$ cat src/rtl/aap_fetch_assembler.sv
// Fetch stage: streams 16-bit words into a prefetch FIFO and assembles 16/32-bit instructions.
// Define FETCH_PERF_EN to add the perf_instr_count / perf_stall_count outputs.
module aap_fetch_assembler #(
   parameter int                    PC_WIDTH   = 24,
   parameter logic [PC_WIDTH-1:0]   RESET_PC   = '0,
   parameter int                    FIFO_DEPTH = 4
) (
   input  logic                  clock,
   input  logic                  reset,
   output logic                  imem_rd,
   output logic [PC_WIDTH-1:0]   imem_addr,
   input  logic [15:0]           imem_rdata,
   input  logic                  redirect_valid,
   input  logic [PC_WIDTH-1:0]   redirect_pc,
   output logic                  fetch_valid,
   input  logic                  decode_ready,
   output logic [31:0]           fetch_instr,
   output logic                  fetch_is32,
   output logic [PC_WIDTH-1:0]   fetch_pc
`ifdef FETCH_PERF_EN
   ,
   output logic [31:0]           perf_instr_count,
   output logic [31:0]           perf_stall_count
`endif
);

   localparam int PTR_W = $clog2(FIFO_DEPTH);
   localparam int CNT_W = PTR_W + 1;

   logic [15:0]          fifo_mem [FIFO_DEPTH];
   logic [PTR_W-1:0]     rd_ptr;
   logic [PTR_W-1:0]     wr_ptr;
   logic [CNT_W-1:0]     fifo_count;
   logic                 inflight;
   logic                 discard;
   logic [PC_WIDTH-1:0]  head_pc;

   logic [15:0]          head_word;
   logic [15:0]          next_word;
   logic [CNT_W:0]       occupancy;
   logic                 push;
   logic                 load_allowed;
   logic                 load16;
   logic                 load32;
   logic [CNT_W-1:0]     pop_n;

   assign head_word = fifo_mem[rd_ptr];
   assign next_word = fifo_mem[PTR_W'(rd_ptr + 1'b1)];

   // Reads in flight are reserved against FIFO space, so a response can never overflow it.
   assign occupancy = (CNT_W+1)'(fifo_count) + (CNT_W+1)'(inflight);
   assign imem_rd   = !reset && !redirect_valid && (occupancy < (CNT_W+1)'(FIFO_DEPTH));
   assign push      = inflight && !discard && !redirect_valid;

   assign load_allowed = !fetch_valid || decode_ready;
   assign load16       = load_allowed && (fifo_count != '0) && !head_word[15];
   assign load32       = load_allowed && (fifo_count >= CNT_W'(2)) && head_word[15];
   assign pop_n        = load32 ? CNT_W'(2) : (load16 ? CNT_W'(1) : '0);

   always_ff @(posedge clock) begin
      if (push) begin
         fifo_mem[wr_ptr] <= imem_rdata;
      end
   end

   always_ff @(posedge clock or posedge reset) begin
      if (reset) begin
         rd_ptr     <= '0;
         wr_ptr     <= '0;
         fifo_count <= '0;
         inflight   <= 1'b0;
         discard    <= 1'b0;
         imem_addr  <= RESET_PC;
      end else begin
         inflight <= imem_rd;
         discard  <= redirect_valid;
         if (redirect_valid) begin
            rd_ptr     <= '0;
            wr_ptr     <= '0;
            fifo_count <= '0;
            imem_addr  <= redirect_pc;
         end else begin
            rd_ptr     <= rd_ptr + PTR_W'(pop_n);
            wr_ptr     <= wr_ptr + PTR_W'(push);
            fifo_count <= fifo_count + CNT_W'(push) - pop_n;
            if (imem_rd) begin
               imem_addr <= imem_addr + 1'b1;
            end
         end
      end
   end

   // Output register holds its contents while the decoder stalls; only fetch_valid drops when starved.
   always_ff @(posedge clock or posedge reset) begin
      if (reset) begin
         fetch_valid <= 1'b0;
         fetch_instr <= '0;
         fetch_is32  <= 1'b0;
         fetch_pc    <= '0;
         head_pc     <= RESET_PC;
      end else if (redirect_valid) begin
         fetch_valid <= 1'b0;
         head_pc     <= redirect_pc;
      end else if (load_allowed) begin
         if (load16) begin
            fetch_valid <= 1'b1;
            fetch_instr <= {16'h0000, head_word};
            fetch_is32  <= 1'b0;
            fetch_pc    <= head_pc;
            head_pc     <= head_pc + PC_WIDTH'(1);
         end else if (load32) begin
            fetch_valid <= 1'b1;
            fetch_instr <= {next_word, head_word};
            fetch_is32  <= 1'b1;
            fetch_pc    <= head_pc;
            head_pc     <= head_pc + PC_WIDTH'(2);
         end else begin
            fetch_valid <= 1'b0;
         end
      end
   end

`ifdef FETCH_PERF_EN
   always_ff @(posedge clock or posedge reset) begin
      if (reset) begin
         perf_instr_count <= '0;
         perf_stall_count <= '0;
      end else if (fetch_valid) begin
         if (decode_ready) begin
            perf_instr_count <= perf_instr_count + 32'd1;
         end else begin
            perf_stall_count <= perf_stall_count + 32'd1;
         end
      end
   end
`else
   // Performance counters are not built in this configuration.
`endif

endmodule

$ cat config.mk
export PLATFORM = sky130hd
export DESIGN_NAME = aap_fetch_assembler
export DESIGN_NICKNAME = d
export VERILOG_FILES = /design/src/rtl/aap_fetch_assembler.sv
export SDC_FILE = /design/constraint.sdc
export NUM_CORES = 1
export LEC_CHECK = 0
export ABC_AREA = 1
export BUFFER_PORTS_ARGS = -buffer_cell sky130_fd_sc_hd__clkbuf_2
export CELL_PAD_IN_SITES_DETAIL_PLACEMENT = 1
export CELL_PAD_IN_SITES_GLOBAL_PLACEMENT = 1
export CORE_MARGIN = 2
export CORE_UTILIZATION = 39
export CTS_CLUSTER_DIAMETER = 120
export CTS_CLUSTER_SIZE = 12
export DETAILED_ROUTE_END_ITERATION = 8
export PLACE_DENSITY = 0.78
export SLEW_MARGIN = 40
export SYNTH_ARGS = -nofsm -noshare
export SYNTH_HDL_FRONTEND = slang
export SYNTH_SLANG_ARGS = --single-unit
$ cat constraint.sdc
create_clock -name clock -period 3.6 [get_ports clock]
set_input_delay 0.18 -clock clock [delete_from_list [all_inputs] [get_ports clock]]
set_output_delay 0.18 -clock clock [all_outputs]
set_load 0.01 [all_outputs]
# Yosys cells after proc, flatten, opt, wreduce, memory -nomap -nowiden
# Memory sizes are Yosys's and may differ from the RTL's.
# Index checks and enable logic that the tools add are counted.
[word_totals]
register_bits = 115
ramBits = 64
mem_count = 1
[classes]
add_sub_neg = 9
order_cmp = 2
n_mux = 23
bitwise_logic = 1
reduce_logical = 21
[mem_list]
columns = ["name", "words", "word_bits", "rd", "rd_clocked_by_memory_dff", "write_ports", "line", "rtl"]
rows = [
  ["fifo_mem", 4, 16, 2, 0, 1, "30", "logic [15:0] fifo_mem [FIFO_DEPTH];"],
]
[op_table]
columns = ["cell", "count"]
rows = [
  ["24-bit 2-to-1 mux", 8],
  ["32-bit 2-to-1 mux", 2],
  ["24-bit by 1-bit adder with 24-bit output (second input constant)", 2],
  ["24-bit by 2-bit adder with 24-bit output (second input constant)", 1],
  ["1-bit 2-to-1 mux", 9],
  ["1-bit logical AND", 8],
  ["2-bit 2-to-1 mux", 3],
  ["2-bit nonzero test", 3],
  ["3-bit nonzero test", 2],
  ["1-bit logical NOT", 5],
  ["3-bit by 1-bit adder with 4-bit output", 1],
  ["4-bit by 3-bit less-than comparator with 1-bit output (second input constant)", 1],
  ["3-bit by 1-bit adder with 3-bit output", 1],
  ["3-bit by 2-bit >= comparator with 1-bit output (second input constant)", 1],
  ["3-bit 2-to-1 mux", 1],
  ["3-bit AND reduction", 1],
  ["3-bit by 2-bit subtractor with 3-bit output", 1],
  ["2-bit by 1-bit adder with 2-bit output", 1],
  ["2-bit by 1-bit adder with 2-bit output (second input constant)", 1],
  ["2-bit adder", 1],
  ["2-bit AND reduction", 1],
  ["1-bit logical OR", 1],
  ["1-bit inverter", 1],
]

# Depth between registers and ports, before layout
# Gate-level depths: netlist of the first run.
[depth]
depth_word = 8
mapped_depth = 13
ltp_nobuf = 12

# Worst setup path before layout of the first run
# OpenSTA, ideal clock, no wires.
[synth_timing]
path_type = "in2reg"
startpoint = "input port reset"
endpoint = "register imem_addr[19]"
setup_time_ps = 126
t_arrival_ps = 3750
slack_ps = -276
path_stages = 8
cell_sequence = "inv_1 > nand4_1 > clkinv_1 > nand4_1 > nor2_1 > nand2_1 > nand2_1 > o21ai_0"
[synth_via]
elab_chain_cells = 4
[synth_lines]
columns = ["element", "line", "rtl"]
rows = [
  ["start: declaration", "9", "input logic reset,"],
  ["1-bit logical NOT (no line)", "-", ""],
  ["1-bit logical AND (2 in series)", "52", "assign imem_rd = !reset && !redirect_valid && (occupancy < (CNT_W+1)'(FIFO_DEPTH));"],
  ["2-bit nonzero test (no line)", "-", ""],
  ["end signal: assignment", "81", "imem_addr <= redirect_pc;"],
  ["end signal: assignment", "87", "imem_addr <= imem_addr + 1'b1;"],
  ["end: declaration", "11", "output logic [PC_WIDTH-1:0] imem_addr,"],
]
# No other way between the ends.
# A chain may end at the register's enable or synchronous reset.

# Worst setup path in the final report of the first run
[layout_timing]
startpoint = "register rd_ptr[1]"
endpoint = "register head_pc[19]"
[layout_via]
elab_chain_cells = 6
elab_cells_between_ends = 9
classes_between = "mux: 3; reduce/logical: 5; memory: 1"
[layout_lines]
columns = ["element", "line", "rtl"]
rows = [
  ["start: declaration", "31", "logic [PTR_W-1:0] rd_ptr;"],
  ["start signal: assignment", "83", "rd_ptr <= rd_ptr + PTR_W'(pop_n);"],
  ["memory 4 x 16 bit *", "-", ""],
  ["1-bit logical NOT", "56", "assign load16 = load_allowed && (fifo_count != '0) && !head_word[15];"],
  ["1-bit logical AND", "56", ""],
  ["24-bit 2-to-1 mux", "105", "if (load16) begin"],
  ["24-bit 2-to-1 mux", "104", "end else if (load_allowed) begin"],
  ["24-bit 2-to-1 mux", "101", "end else if (redirect_valid) begin"],
  ["end signal: assignment", "103", "head_pc <= redirect_pc;"],
  ["end signal: assignment", "110", "head_pc <= head_pc + PC_WIDTH'(1);"],
  ["end signal: assignment", "116", "head_pc <= head_pc + PC_WIDTH'(2);"],
  ["end: declaration", "36", "logic [PC_WIDTH-1:0] head_pc;"],
]
# Every way passes the cells marked *; elsewhere a longest branch is shown, timed or not. The select of a mux whose other input is x is not followed.

==> results of run 1 <==
state kept, by name (all words and copies together), names as in the netlist:
signal / cells
rd_ptr: 2
fetch_instr: 32
wr_ptr: 2
fetch_is32: 1
imem_addr: 24
fifo_count: 3
fifo_mem: 64
head_pc: 24
fetch_valid: 1
discard: 1
inflight: 1
fetch_pc: 24
cell usage in the layout (no fill, tap or decap), types with 25 or more instances in the layout:
cell type,Yosys,layout
nor2_1,97,97
edfxtp_1,64,64
inv_1,99,98
o211ai_1,25,25
clkbuf_2,1,126
a21oi_1,75,75
nand2_1,269,269
dfrtp_1,115,115
o21ai_1,25,25
o21ai_0,63,63
nand3_1,97,97
routing by layer:
| layer | share of wire | vias up | wire length [um] | global-route usage |
|---|---|---|---|---|
| met5 | 0 | - | 0 | 0 |
| met3 | 0.039 | 37 | 1101 | 0.03102 |
| li1 | - | 3877 | - | - |
| met4 | 0.019 | 0 | 544 | 0.07864 |
| met1 | 0.44 | 3969 | 12350 | 0.3114 |
| met2 | 0.50 | 186 | 14250 | 0.4111 |
worst min-delay path, delay by kind of cell:
family | cells | cell delay (ns)
buf+inv | 3 | 0.72
stage by stage:
step	worst slack [ns]	instances	cell area (sq um)
floorplan	0.4212	1086	9042
global placement	0.8730	1457	9937
detailed placement	0.7419	1457	9940
CTS	0.7053	1510	10790
global route	0.4380	1510	10790
finish	0.7153	1510	10790
cell type report:
class	count	area [sq um]
Clock inverter	15	219.0
Timing Repair Buffer	162	965.9
Sequential cell	179	4800
Fill cell	2762	11920
Clock buffer	17	425.4
Multi-Input combinational cell	745	3620
Inverter	107	407.9
Tap cell	285	356.6
cells by family (layout without fill, tap and decap cells):
family	after synthesis	count (layout)	synth area share
xor+xnor	20	20	0.01938
buf+inv	162	301	0.07074
simple gates	501	501	0.2321
compound gates	215	215	0.1334
fa+ha+maj	9	9	0.01329
flops	179	179	0.5310
timing repair:
| action | 4_1_cts | 5_1_grt |
|---|---|---|
| hold buffers | 21 | 0 |
| buffers inserted | 0 | 0 |
| hold endpoints to repair | 71 | 0 |
where the power goes:
group / leakage [nW] / internal (mW) / switching (mW)
clock: 0.307 / 0.968 / 0.994
sequential: 1.96 / 2.63 / 0.518
combinational: 2.60 / 1.05 / 1.99
total: 4.87 / 4.65 / 3.50
path summary, 6_finish.rpt:
check / startpoint / endpoint / cells after the start
hold / removal: reset / fetch_instr[15] / 3
min in group clock: redirect_pc[14] / imem_addr[14] / 3
hold reg to reg: fetch_pc[2] / fetch_pc[2] / 2
setup reg to reg: rd_ptr[1] / head_pc[19] / 9
max in group asynchronous: reset / fetch_pc[18] / 3
setup / recovery: rd_ptr[1] / head_pc[19] / 9
==> impl_metrics.yaml, run 1 <==
routing:
  drtIter0Drc: 605
  routed-via-count: 8069
  vias_per_cell: 5.344
  wl_mm: 28.24
  drtPass1Iterations: 5
  wl_per_cell_um: 18.70
  ant_nets: 0
  route.detailed.drc: 0
timing:
  tightest_slew_ns: 0.6949
  maxSlewHeadroom: 0.5367
  slew_viol_final: 0
  max_freq_mhz: 346.7
  hold_viol: 3
  fin_crit_sh: 0.8013
  timing.hold.ws_ns: -0.008379
  rsz0062_at_grt: "no"
  finalSetupViolations: 0
  setup_tns_ns: 0
  fin_skew_ns: 0.01817
  period_needed_ns: 2.885
floorplanning:
  die_area_sq_um: 24410
  initial_core_util: 0.3980
  die_w_um: 156.2
  fp.dieH_um: 156.2
  rows: 55
  io_pins: 127
  core_region_area_sq_um: 22710
grt:
  grt_pass1_wl_mm: 44.84
  antenna_found_initial: 0
  grt_pass1_vias: 8082
  overflow: 0
  grt_max_degree: 116
  grt_usage: 0.2383
setup_path:
  critical_path_class: "reg -> reg"
  r2r_slack_ns: 0.72
  required_ns: 3.97
  crit_chain: "buf_4 > inv_2 > nand3_2 > nand3_2 > nor2_1 > nor2_1 > nand2_1 > nand3_1 > a21oi_1"
  cp.arrival_ns: 3.25
  cpPeakStageDelay_ns: 0.76
  end_kind: "flip-flop"
  cp-start-kind: "flip-flop"
  path_buf_inv: 2
  worstPathMaxFanout: 32
  cp_top_family: "simple AND/OR/NAND/NOR gates"
  crit_slowest_cell: "nor2_1"
layout:
  final_nets: 1265
  post-route-util: 0.4753
  syn_to_final_growth_pct: 19.42
  layout-drive-gt1-share: 0.1559
  num_antenna_cells: 0
synth:
  avgSynthCellArea_sq_um: 8.323
  syn_area_sq_um: 9039
  ys_top_cells_by_count: "nand2_1 (269), dfrtp_1 (115), inv_1 (99), nand3_1 (97), nor2_1 (97)"
  synth_area_leaders: "dfrtp_1 (32%), edfxtp_1 (21%), nand2_1 (11%), nand3_1 (5.4%), a21oi_1 (4.2%)"
  synth_edf_count: 64
  async_flop_share: 0.6425
  yosysUniqueCellTypes: 33
  synth_fp_nets: 1139
  synth_cells: 1086
  yosysTopAreaCell: "dfrtp_1"
  ys_ff_latch: 179
  synth_seq_area_share: 0.5310
  ys.flop_type: "dfrtp_1"
  yosys_warnings: 0
  yosys.area.top_type_share: 0.3184
  synth_most_common_cell: "nand2_1"
clocking:
  cts_root_buf: "clkbuf_16"
  h-tree-depth: 4
  cts.path.max_buffers: 2
  cts.clk_slew.worst_paths_ns: 0.08
  cts.repair.resized: 0
  numCtsBuffers: 17
  clock_latency_ns: 0.45
  cts_tree: "built"
  clock_sinks: 179
run_status:
  outcome: "finished with violations"
  violations: "negative hold slack"
power:
  p_per_area_nw_per_um2: 754.6
  static-leakage-power_nw: 4.866
  ir_worst_vdd_v: 0.0003280
  p_total_mw: 8.145
place:
  gp_congestion: 0.8927
  port_buffers: 126
  dp_hpwl_mm: 19.47
worst_hold_path:
  worstHoldPathType: "in -> async"
run:
  drv_cap: 0
Note: power is estimated with default switching activity, not from simulation.
==> inputs of run 2 (changes only) <==
Clock period 3.6 ns to 2.32 ns, I/O delays scaled along.
==> impl_metrics.yaml, run 2 (synthesized netlist as in run 1, its figures left out) <==
power:
  static-leakage-power_nw: 4.970
  ir_worst_vdd_v: 0.0006071
  p_per_area_nw_per_um2: 1159
  p_total_mw: 12.72
timing:
  fin_skew_ns: 0.01548
  worst_slack_ns: 0.1851
  maxSlewHeadroom: 0.5214
  tightest_slew_ns: 0.7179
  rsz0062_at_grt: "no"
  period_needed_ns: 2.135
  slew_viol_final: 0
  timing.hold.ws_ns: 0.01923
  fin_crit_sh: 0.9202
  finalSetupViolations: 0
  hold_viol: 0
  max_freq_mhz: 468.4
grt:
  overflow: 0
  grt_pass1_vias: 8399
  antenna_found_initial: 1
  grt_max_degree: 63
  grt_pass1_wl_mm: 45.71
  grt_usage: 0.2438
layout:
  layout-drive-gt1-share: 0.1667
  final_nets: 1288
  syn_to_final_growth_pct: 21.47
  post-route-util: 0.4835
  regMostFlops: "fifo_mem"
  largest_register_ff_count: 64
  final_common_cell: "nand2_1"
  most-common-layout-cells: "nand2_1 (269), clkbuf_2 (126), dfrtp_1 (114)"
  reg_top3: "fifo_mem x64, fetch_instr x32"
routing:
  wl_per_cell_um: 18.86
  drtIter0Drc: 641
  vias_per_cell: 5.372
  routed-via-count: 8252
  drtPass1Iterations: 5
  ant_nets: 0
  wl_mm: 28.97
  route.detailed.drc: 0
place:
  dp_slack_ns: 0.2183
  dp_hpwl_mm: 20.04
  port_buffers: 126
  gp_congestion: 0.8983
floorplanning:
  die_w_um: 156.2
  initial_core_util: 0.3980
  fp.dieH_um: 156.2
  rows: 55
  io_pins: 127
  die_area_sq_um: 24410
  core_region_area_sq_um: 22710
clocking:
  cts_setup_buffers: 0
  clock_sinks: 179
  cts_tree: "built"
  clock_latency_ns: 0.45
  cts_root_buf: "clkbuf_16"
  numCtsBuffers: 17
  cts.clk_slew.worst_paths_ns: 0.07
  cts.path.max_buffers: 2
  h-tree-depth: 4
setup_path:
  critical_path_class: "reg -> reg"
  required_ns: 2.63
  cp-start-kind: "flip-flop"
  path_common_cell: "inv_1"
  worstPathMaxFanout: 5
  cp.arrival_ns: 2.45
  crit_slowest_cell: "dfrtp_1"
  end_kind: "flip-flop"
  cpPeakStageDelay_ns: 0.38
  crit_chain: "nor3_1 > inv_1 > ha_1 > inv_1 > ha_1 > inv_1 > fa_1 > xor2_1 > nor2_1"
run_status:
  outcome: "completed"
worst_hold_path:
  worstHoldPathType: "in -> reg"
run:
  drv_cap: 0
[run 2: cell count changes in the layout (fill, tap and decap cells not counted), moves of 3 or more]
cell	previous run	this run
dlygate4sd3_1	21	30
clkinv_8	8	5
buf_4	14	27
diode_2	0	3
inv_8	2	5
o21ai_1	25	28
o21ai_0	63	60
[run 2: final cells by class]
class,instances,area [sq um]
fill,2741,11730
sequential,179,4801
multi-input combinational,745,3625
timing repair buffer,185,1165
clock buffer,17,425.4
inverter,107,406.6
tap,285,356.6
clock inverter,15,192.7
antenna,3,7.507
[run 2: critical path, delay by kind of cell (launching register included)]
kind | cells | cell delay, ns
adder cells (fa/ha/maj) | 3 | 0.81
XOR/XNOR | 1 | 0.18
buffers and inverters | 3 | 0.29
flip-flops | 1 | 0.38
AND/OR/NAND/NOR | 2 | 0.34
[run 2: per-stage QoR]
stage	cells	setup TNS, ns	area, sq um
finish	1536	0	10980
global route	1534	0	10970
CTS	1533	0	10970
detailed placement	1471	0	10050
global placement	1471	0	10050
floorplan	1086	-14.71	9055
[run 2: what timing repair did]
| action | in CTS | in global routing |
|---|---|---|
| gates resized for setup | 0 | 1 |
| setup endpoints to repair | 0 | 1 |
| hold buffers | 30 | 0 |
| hold endpoints to repair | 107 | 0 |
[run 2: layer usage]
metal	routed length, um	share of wire	vias up	GRT usage
li1	-	-	3915	-
met1	12380	0.43	4078	0.3105
met2	14520	0.50	208	0.4189
met3	1300	0.045	51	0.04376
met4	766	0.026	0	0.08475
met5	0	0	-	0
[run 2: final timing paths]
| kind | startpoint | endpoint | slack, ns | cells past startpoint |
|---|---|---|---|---|
| worst max-delay path | discard | fifo_count[2] | 0.19 | 9 |
| worst min-delay path | redirect_pc[3] | imem_addr[3] | 0.02 | 3 |
| worst max register to register | discard | fifo_count[2] | 0.19 | 9 |
| worst min register to register | fetch_is32 | fetch_is32 | 0.48 | 2 |
| max in group asynchronous | reset | rd_ptr[0] | 1.22 | 4 |
| min in group asynchronous | reset | head_pc[3] | 0.49 | 4 |
[run 2: where the power goes]
part | internal (mW) | switching [mW]
clock | 1.48 | 1.47
sequential | 4.09 | 0.835
combinational | 1.74 | 3.11
